## src/rtl/q88_sat_accum_if.sv

```systemverilog
// Handshake bundle between the capped Q8.8 multiplier, the dot-product
// accumulator and the update stage. The master drives products and the consumer ready.
interface q88_sat_accum_if #(
  parameter int DIM = 4
) ();
  localparam int IDX_W = $clog2(DIM);

  logic              clear;
  logic              in_valid;
  logic              in_ready;
  logic [15:0]       in_data;
  logic              in_ovf;
  logic              in_unf;
  logic              out_valid;
  logic              out_ready;
  logic [15:0]       out_data;
  logic              out_sat;
  logic [IDX_W-1:0]  elem_idx;

  modport master (
    output clear, in_valid, in_data, in_ovf, in_unf, out_ready,
    input  in_ready, out_valid, out_data, out_sat, elem_idx
  );

  modport slave (
    input  clear, in_valid, in_data, in_ovf, in_unf, out_ready,
    output in_ready, out_valid, out_data, out_sat, elem_idx
  );
endinterface

```

## src/rtl/q88_sat_accum.sv

```systemverilog
// Saturating Q8.8 dot-product accumulator: sums DIM products into one clamped result.
// Q88_ACC_GUARD_EN selects a wide exact accumulator with a single final clamp.
module q88_sat_accum #(
  parameter int DIM = 4
) (
  input  logic            clk,
  input  logic            rst,
  q88_sat_accum_if.slave  bus
);
  localparam int IDX_W = $clog2(DIM);
  localparam logic [IDX_W-1:0] LAST_IDX = IDX_W'(DIM - 1);

`ifdef Q88_ACC_GUARD_EN
  localparam int ACC_W = 16 + IDX_W + 1;
  localparam int SUM_W = ACC_W;
`else
  localparam int ACC_W = 16;
  localparam int SUM_W = 17;
`endif

  typedef enum logic [0:0] {
    ST_ACC  = 1'b0,
    ST_HOLD = 1'b1
  } state_t;

  // The value fits Q8.8 only when every bit from 15 upward equals the sign.
  function automatic logic sat_hit(input logic signed [SUM_W-1:0] v);
    return !((&v[SUM_W-1:15]) || !(|v[SUM_W-1:15]));
  endfunction

  function automatic logic [15:0] sat_q88(input logic signed [SUM_W-1:0] v);
    logic [15:0] r;
    if (sat_hit(v)) begin
      r = v[SUM_W-1] ? 16'h8000 : 16'h7FFF;
    end else begin
      r = v[15:0];
    end
    return r;
  endfunction

  state_t                    state_q, state_d;
  logic signed [ACC_W-1:0]   acc_q, acc_d;
  logic                      sticky_q, sticky_d;
  logic [IDX_W-1:0]          elem_idx_q, elem_idx_d;
  logic                      out_valid_q, out_valid_d;
  logic [15:0]               out_data_q, out_data_d;
  logic                      out_sat_q, out_sat_d;

  logic                      in_ready_s;
  logic                      in_hs_s;
  logic signed [SUM_W-1:0]   sum_s;
  logic signed [ACC_W-1:0]   acc_next_s;
  logic                      add_hit_s;
  logic                      flag_s;

  assign in_ready_s = (state_q == ST_ACC) && !rst;
  assign in_hs_s    = bus.in_valid && in_ready_s;
  assign sum_s      = SUM_W'(acc_q) + SUM_W'($signed(bus.in_data));

`ifdef Q88_ACC_GUARD_EN
  assign acc_next_s = sum_s;
  assign add_hit_s  = 1'b0;
`else
  // Narrow mode clamps on every add, so the running value never leaves Q8.8.
  assign acc_next_s = $signed(sat_q88(sum_s));
  assign add_hit_s  = sat_hit(sum_s);
`endif

  assign flag_s = sticky_q | bus.in_ovf | bus.in_unf | add_hit_s;

  // Next-state logic: clear overrides any handshake in the same cycle.
  always_comb begin
    state_d     = state_q;
    acc_d       = acc_q;
    sticky_d    = sticky_q;
    elem_idx_d  = elem_idx_q;
    out_valid_d = out_valid_q;
    out_data_d  = out_data_q;
    out_sat_d   = out_sat_q;
    if (bus.clear) begin
      state_d     = ST_ACC;
      acc_d       = {ACC_W{1'b0}};
      sticky_d    = 1'b0;
      elem_idx_d  = {IDX_W{1'b0}};
      out_valid_d = 1'b0;
    end else begin
      case (state_q)
        ST_ACC: begin
          if (in_hs_s) begin
            acc_d    = acc_next_s;
            sticky_d = flag_s;
            if (elem_idx_q == LAST_IDX) begin
              out_data_d  = sat_q88(sum_s);
              out_sat_d   = flag_s | sat_hit(sum_s);
              out_valid_d = 1'b1;
              elem_idx_d  = {IDX_W{1'b0}};
              state_d     = ST_HOLD;
            end else begin
              elem_idx_d = elem_idx_q + IDX_W'(1);
            end
          end else begin
            state_d = ST_ACC;
          end
        end
        ST_HOLD: begin
          if (bus.out_ready) begin
            out_valid_d = 1'b0;
            acc_d       = {ACC_W{1'b0}};
            sticky_d    = 1'b0;
            state_d     = ST_ACC;
          end else begin
            state_d = ST_HOLD;
          end
        end
        default: begin
          state_d = ST_ACC;
        end
      endcase
    end
  end

  // State and result registers.
  always_ff @(posedge clk or posedge rst) begin
    if (rst) begin
      state_q     <= ST_ACC;
      acc_q       <= {ACC_W{1'b0}};
      sticky_q    <= 1'b0;
      elem_idx_q  <= {IDX_W{1'b0}};
      out_valid_q <= 1'b0;
      out_data_q  <= 16'h0000;
      out_sat_q   <= 1'b0;
    end else begin
      state_q     <= state_d;
      acc_q       <= acc_d;
      sticky_q    <= sticky_d;
      elem_idx_q  <= elem_idx_d;
      out_valid_q <= out_valid_d;
      out_data_q  <= out_data_d;
      out_sat_q   <= out_sat_d;
    end
  end

  assign bus.in_ready  = in_ready_s;
  assign bus.out_valid = out_valid_q;
  assign bus.out_data  = out_data_q;
  assign bus.out_sat   = out_sat_q;
  assign bus.elem_idx  = elem_idx_q;
endmodule

```

## src/flat_wrapper.sv

```systemverilog
// flat-port wrapper written by rule: the top's interface ports become plain ports
module q88_sat_accum_flat 
#(
  parameter int DIM = 4
)
  (clk, rst, bus_clear, bus_in_valid, bus_in_data, bus_in_ovf, bus_in_unf, bus_out_ready, bus_in_ready, bus_out_valid, bus_out_data, bus_out_sat, bus_elem_idx);
  q88_sat_accum_if #(.DIM(DIM)) bus_i ();
  input  logic clk;
  input  logic rst;
  input wire logic [$bits(bus_i.clear)-1:0] bus_clear;
  input wire logic [$bits(bus_i.in_valid)-1:0] bus_in_valid;
  input wire logic [$bits(bus_i.in_data)-1:0] bus_in_data;
  input wire logic [$bits(bus_i.in_ovf)-1:0] bus_in_ovf;
  input wire logic [$bits(bus_i.in_unf)-1:0] bus_in_unf;
  input wire logic [$bits(bus_i.out_ready)-1:0] bus_out_ready;
  output wire logic [$bits(bus_i.in_ready)-1:0] bus_in_ready;
  output wire logic [$bits(bus_i.out_valid)-1:0] bus_out_valid;
  output wire logic [$bits(bus_i.out_data)-1:0] bus_out_data;
  output wire logic [$bits(bus_i.out_sat)-1:0] bus_out_sat;
  output wire logic [$bits(bus_i.elem_idx)-1:0] bus_elem_idx;
  assign bus_i.clear = bus_clear;
  assign bus_i.in_valid = bus_in_valid;
  assign bus_i.in_data = bus_in_data;
  assign bus_i.in_ovf = bus_in_ovf;
  assign bus_i.in_unf = bus_in_unf;
  assign bus_i.out_ready = bus_out_ready;
  assign bus_in_ready = bus_i.in_ready;
  assign bus_out_valid = bus_i.out_valid;
  assign bus_out_data = bus_i.out_data;
  assign bus_out_sat = bus_i.out_sat;
  assign bus_elem_idx = bus_i.elem_idx;
  q88_sat_accum #(.DIM(DIM)) u_core (.clk(clk), .rst(rst), .bus(bus_i));
endmodule
```

## config.mk

```make
export PLATFORM = sky130hd
export DESIGN_NAME = q88_sat_accum_flat
export DESIGN_NICKNAME = d
export VERILOG_FILES = /design/src/rtl/q88_sat_accum_if.sv /design/src/rtl/q88_sat_accum.sv /design/src/flat_wrapper.sv
export SDC_FILE = /design/constraint.sdc
export NUM_CORES = 1
export LEC_CHECK = 0
export BUFFER_PORTS_ARGS = -buffer_cell sky130_fd_sc_hd__buf_2
export CAP_MARGIN = 20
export CELL_PAD_IN_SITES_DETAIL_PLACEMENT = 1
export CELL_PAD_IN_SITES_GLOBAL_PLACEMENT = 2
export CORE_ASPECT_RATIO = 0.8
export CORE_MARGIN = 2
export CORE_UTILIZATION = 35
export CTS_BUF_LIST = sky130_fd_sc_hd__clkbuf_4 sky130_fd_sc_hd__clkbuf_8
export CTS_CLUSTER_DIAMETER = 120
export CTS_CLUSTER_SIZE = 10
export DETAILED_ROUTE_END_ITERATION = 12
export PLACE_DENSITY = 0.88
export REMOVE_ABC_BUFFERS = 1
export SLEW_MARGIN = 25
export SYNTH_ARGS = -nofsm -noshare
export SYNTH_HDL_FRONTEND = slang
export SYNTH_SLANG_ARGS = --single-unit
```

## constraint.sdc

```tcl
create_clock -name clk -period 3.2 [get_ports clk]
set_clock_uncertainty 0.15 [all_clocks]
set_input_delay 0.64 -clock clk [delete_from_list [all_inputs] [get_ports clk]]
set_output_delay 0.64 -clock clk [all_outputs]
set_load 0.02 [all_outputs]
```

==> results.md <==
- Most frequent cells in the layout: buf_2 (43), nand2_1 (40), dfrtp_1 (38)
- Syn. warnings: 0
- Final setup margin: 0.203 ns
- Grt ovf: 0
- Worst EP arrival: 3.03 ns
- Clk sinks: 38
- Status: complete, no violations
- Number of synthesized flops with an enable pin: 0
- Initial Util: 36.2%
- Area grow syn2layout: 25.0%
- Average size of a mapped cell: 9.06 um^2
- Sequential fraction of the synthesis area: 41.0%
- Largest stage delay on the critical path: 0.41 ns
- Fin util: 45.2%
- Buffers added on ports: 43
- Area after DPL: 2750 um^2
- Worst-path clk slew: 0.08 ns
- Setup WS pre-CTS: -0.177 ns
- WL/cell: 16.7 um
- Synth Register Bits: 38
- RSZ-0062 raised after global routing: false
- Worst Max-Slew Pin Slew: 0.550 ns
- Nature of the critical path startpoint: input pin
- Filler Cell Count: 771
- Die area: 7300 um^2
- VDD IR-drop max: 352 uV
- Final worst path period share: 93.6%
- Vias per std cell: 5.30
- Slew Limit Fails: 0
- Root buf cell: clkbuf_8
- Distinct cells, synth: 45
- Crit-path cells: buf_2, ha_1, a211o_1, a211oi_2, nor3_1, or3_4, mux2_4, a31o_1, mux2_4
- Vias in the first global route: 2,251
- Max-Cap Viols: 0
- Diodes inserted: 0
- First-pass GRT wire length: 11,400 um
- Leakage power: 1.49 nW
- CTS H-tree depth: 2
- Most common cell after layout, fill and taps aside: buf_2
- # DRC: 0
- WL final: 6680 um
- Die W: 95.0 um
- DR vias: 2,126
- # nets final: 357
- I/O Pins: 44
- Clk_lat worst skew: 0.30 ns
- Antenna viol nets, final: 0
- Hold crit path type: input pin to asynchronous set/reset pin
- Critical path peak fanout: 4
- Final Hold Viols: 0
- Die height: 76.8 um
- Cell mode on critical path: mux2_4
- Antenna violations before repair: 0
- PD cells: 564 nW/um^2
- Worst path slowest cell: or3_4
- Critical Path RT: 3.23 ns
- Design area: 2900 um^2
- Core Area: 6410 um^2
- GR Util All Layers: 20.2%
- Gpl congestion: 0.846
- Total CTS buffers: 5
- Num rows: 26
- Period minus WS final: 3.00 ns
- Share of flip-flops with an asynchronous set or reset: 100%
- CTS tree: done
- Rel. slew slack: 63.3%
- Ratio of cells with drive above 1 in the final layout: 25.6%
- Crit Path Category: input pin to register
- Overall power: 1.63 mW
- Crit. End Element: register
- Maximum clock path buffer count: 2
- Synthesized area: 2320 um^2
- Fmax: 0.334 GHz
- Leading register cell type out of synthesis: dfrtp_1
- 1st-pass router iterations: 4
- Largest net degree at the start of global routing: 39
- Synth Instances: 256
- DR iter-0 viols: 74
- DP HPWL: 5160 um
- Final setup fails: 0
power by group:
group	switching [mW]	internal [mW]	leakage [nW]
Combinational	0.329	0.239	0.900
Sequential	0.0266	0.523	0.519
Clock	0.183	0.333	0.0714
kinds of logic after synthesis:
kind of cell               Yosys count  share of synthesized area [%]
and+or+nand+nor                     88                           17.2
AOI/OAI and AO/OA                   86                           23.2
DFF                                 38                           41.0
adders and majority gates           18                           10.0
buffers and inverters               12                           2.00
xor gates and xnor gates            11                           4.80
muxes                                3                           1.78
path summary, 6_finish.rpt:
kind / slack (ns) / endpoint / from / cells after the start
worst min register to register: 0.33 / u_core.bus.out_data[1]$_DFFE_PP0P_ / u_core.bus.out_data[1]$_DFFE_PP0P_ / 2
worst max-delay path: 0.20 / u_core.bus.out_data[10]$_DFFE_PP0P_ / bus_in_data[1] / 9
worst min-delay path: 0.30 / u_core.bus.out_data[1]$_DFFE_PP0P_ / rst / 3
min in group clk: 0.33 / u_core.bus.out_data[1]$_DFFE_PP0P_ / u_core.bus.out_data[1]$_DFFE_PP0P_ / 2
max in group asynchronous: 2.25 / u_core.acc_q[13]$_DFFE_PP0P_ / rst / 3
worst max register to register: 0.24 / u_core.bus.out_data[10]$_DFFE_PP0P_ / u_core.acc_q[1]$_DFFE_PP0P_ / 8
routing by layer:
metal / global-route usage (%) / up-vias / part of all wire (%)
li1: - / 1040 / -
met1: 29.0 / 1037 / 49
met2: 31.3 / 43 / 46
met3: 4.03 / 6 / 4.1
met4: 4.64 / 0 / 0.94
met5: 0 / - / 0
worst max-delay path: cells and delay by family:
kind,cells,cell delay (ns)
AOI/OAI and AO/OA,3,0.83
muxes,2,0.59
buffers and inverters,1,0.12
adders and majority gates,1,0.31
and+or+nand+nor,2,0.54
Yosys cell counts, types with 2 or more instances:
library cell	number	share of area [%]
a22o_1	2	0.76
nand2b_1	3	0.81
nor2_1	25	4.0
o211ai_1	13	4.2
nand3b_1	2	0.65
nand4_1	2	0.54
nand2_1	40	6.5
dfrtp_1	38	41
o21ai_0	19	4.1
o31a_1	2	0.76
o21bai_1	2	0.65
inv_1	3	0.49
nor3_1	4	0.86
mux2_4	2	1.3
ha_1	17	9.2
a21o_1	5	1.6
clkbuf_1	7	1.1
xor2_1	5	1.9
nand3_1	2	0.43
o21a_1	2	0.65
and3_1	2	0.54
xnor2_1	5	1.9
a21oi_1	31	6.7
a31oi_1	2	0.54
stage by stage:
step | hold slack (ns) | cells | TNS (ns)
2_1_floorplan | 0.304 | 247 | 0
3_3_place_gp | 0.325 | 393 | -0.509
3_5_place_dp | 0.320 | 393 | -2.50
4_1_cts | 0.323 | 401 | 0
5_1_grt | 0.345 | 401 | 0
6_report | 0.301 | 401 | 0
state kept, by name (all words and copies together), names as in the netlist:
| signal | count |
|---|---|
| u_core.sticky_q | 1 |
| u_core.bus.out_data | 16 |
| u_core.bus.out_valid | 1 |
| u_core.acc_q | 16 |
| u_core.bus.elem_idx | 2 |
| u_core.state_q | 1 |
| u_core.bus.out_sat | 1 |
layout make-up:
type                            instances  area [um^2]  area share, %
Clock buffer                            6         82.6           2.85
Clock inverter                          2         60.1           2.07
Inverter                                3         11.3          0.389
Multi-Input combinational cell        206         1330           45.9
Sequential cell                        38          951           32.8
Tap cell                               84          105           3.63
Timing Repair Buffer                   62          358           12.3
repair_timing:
action                                  in CTS  in global routing
setup buffers                                0                  0
endpoints found under the setup margin       0                 11
resized for setup                            0                  1
hold buffers                                 0                  0
Note: power is estimated with default switching activity, not from simulation.
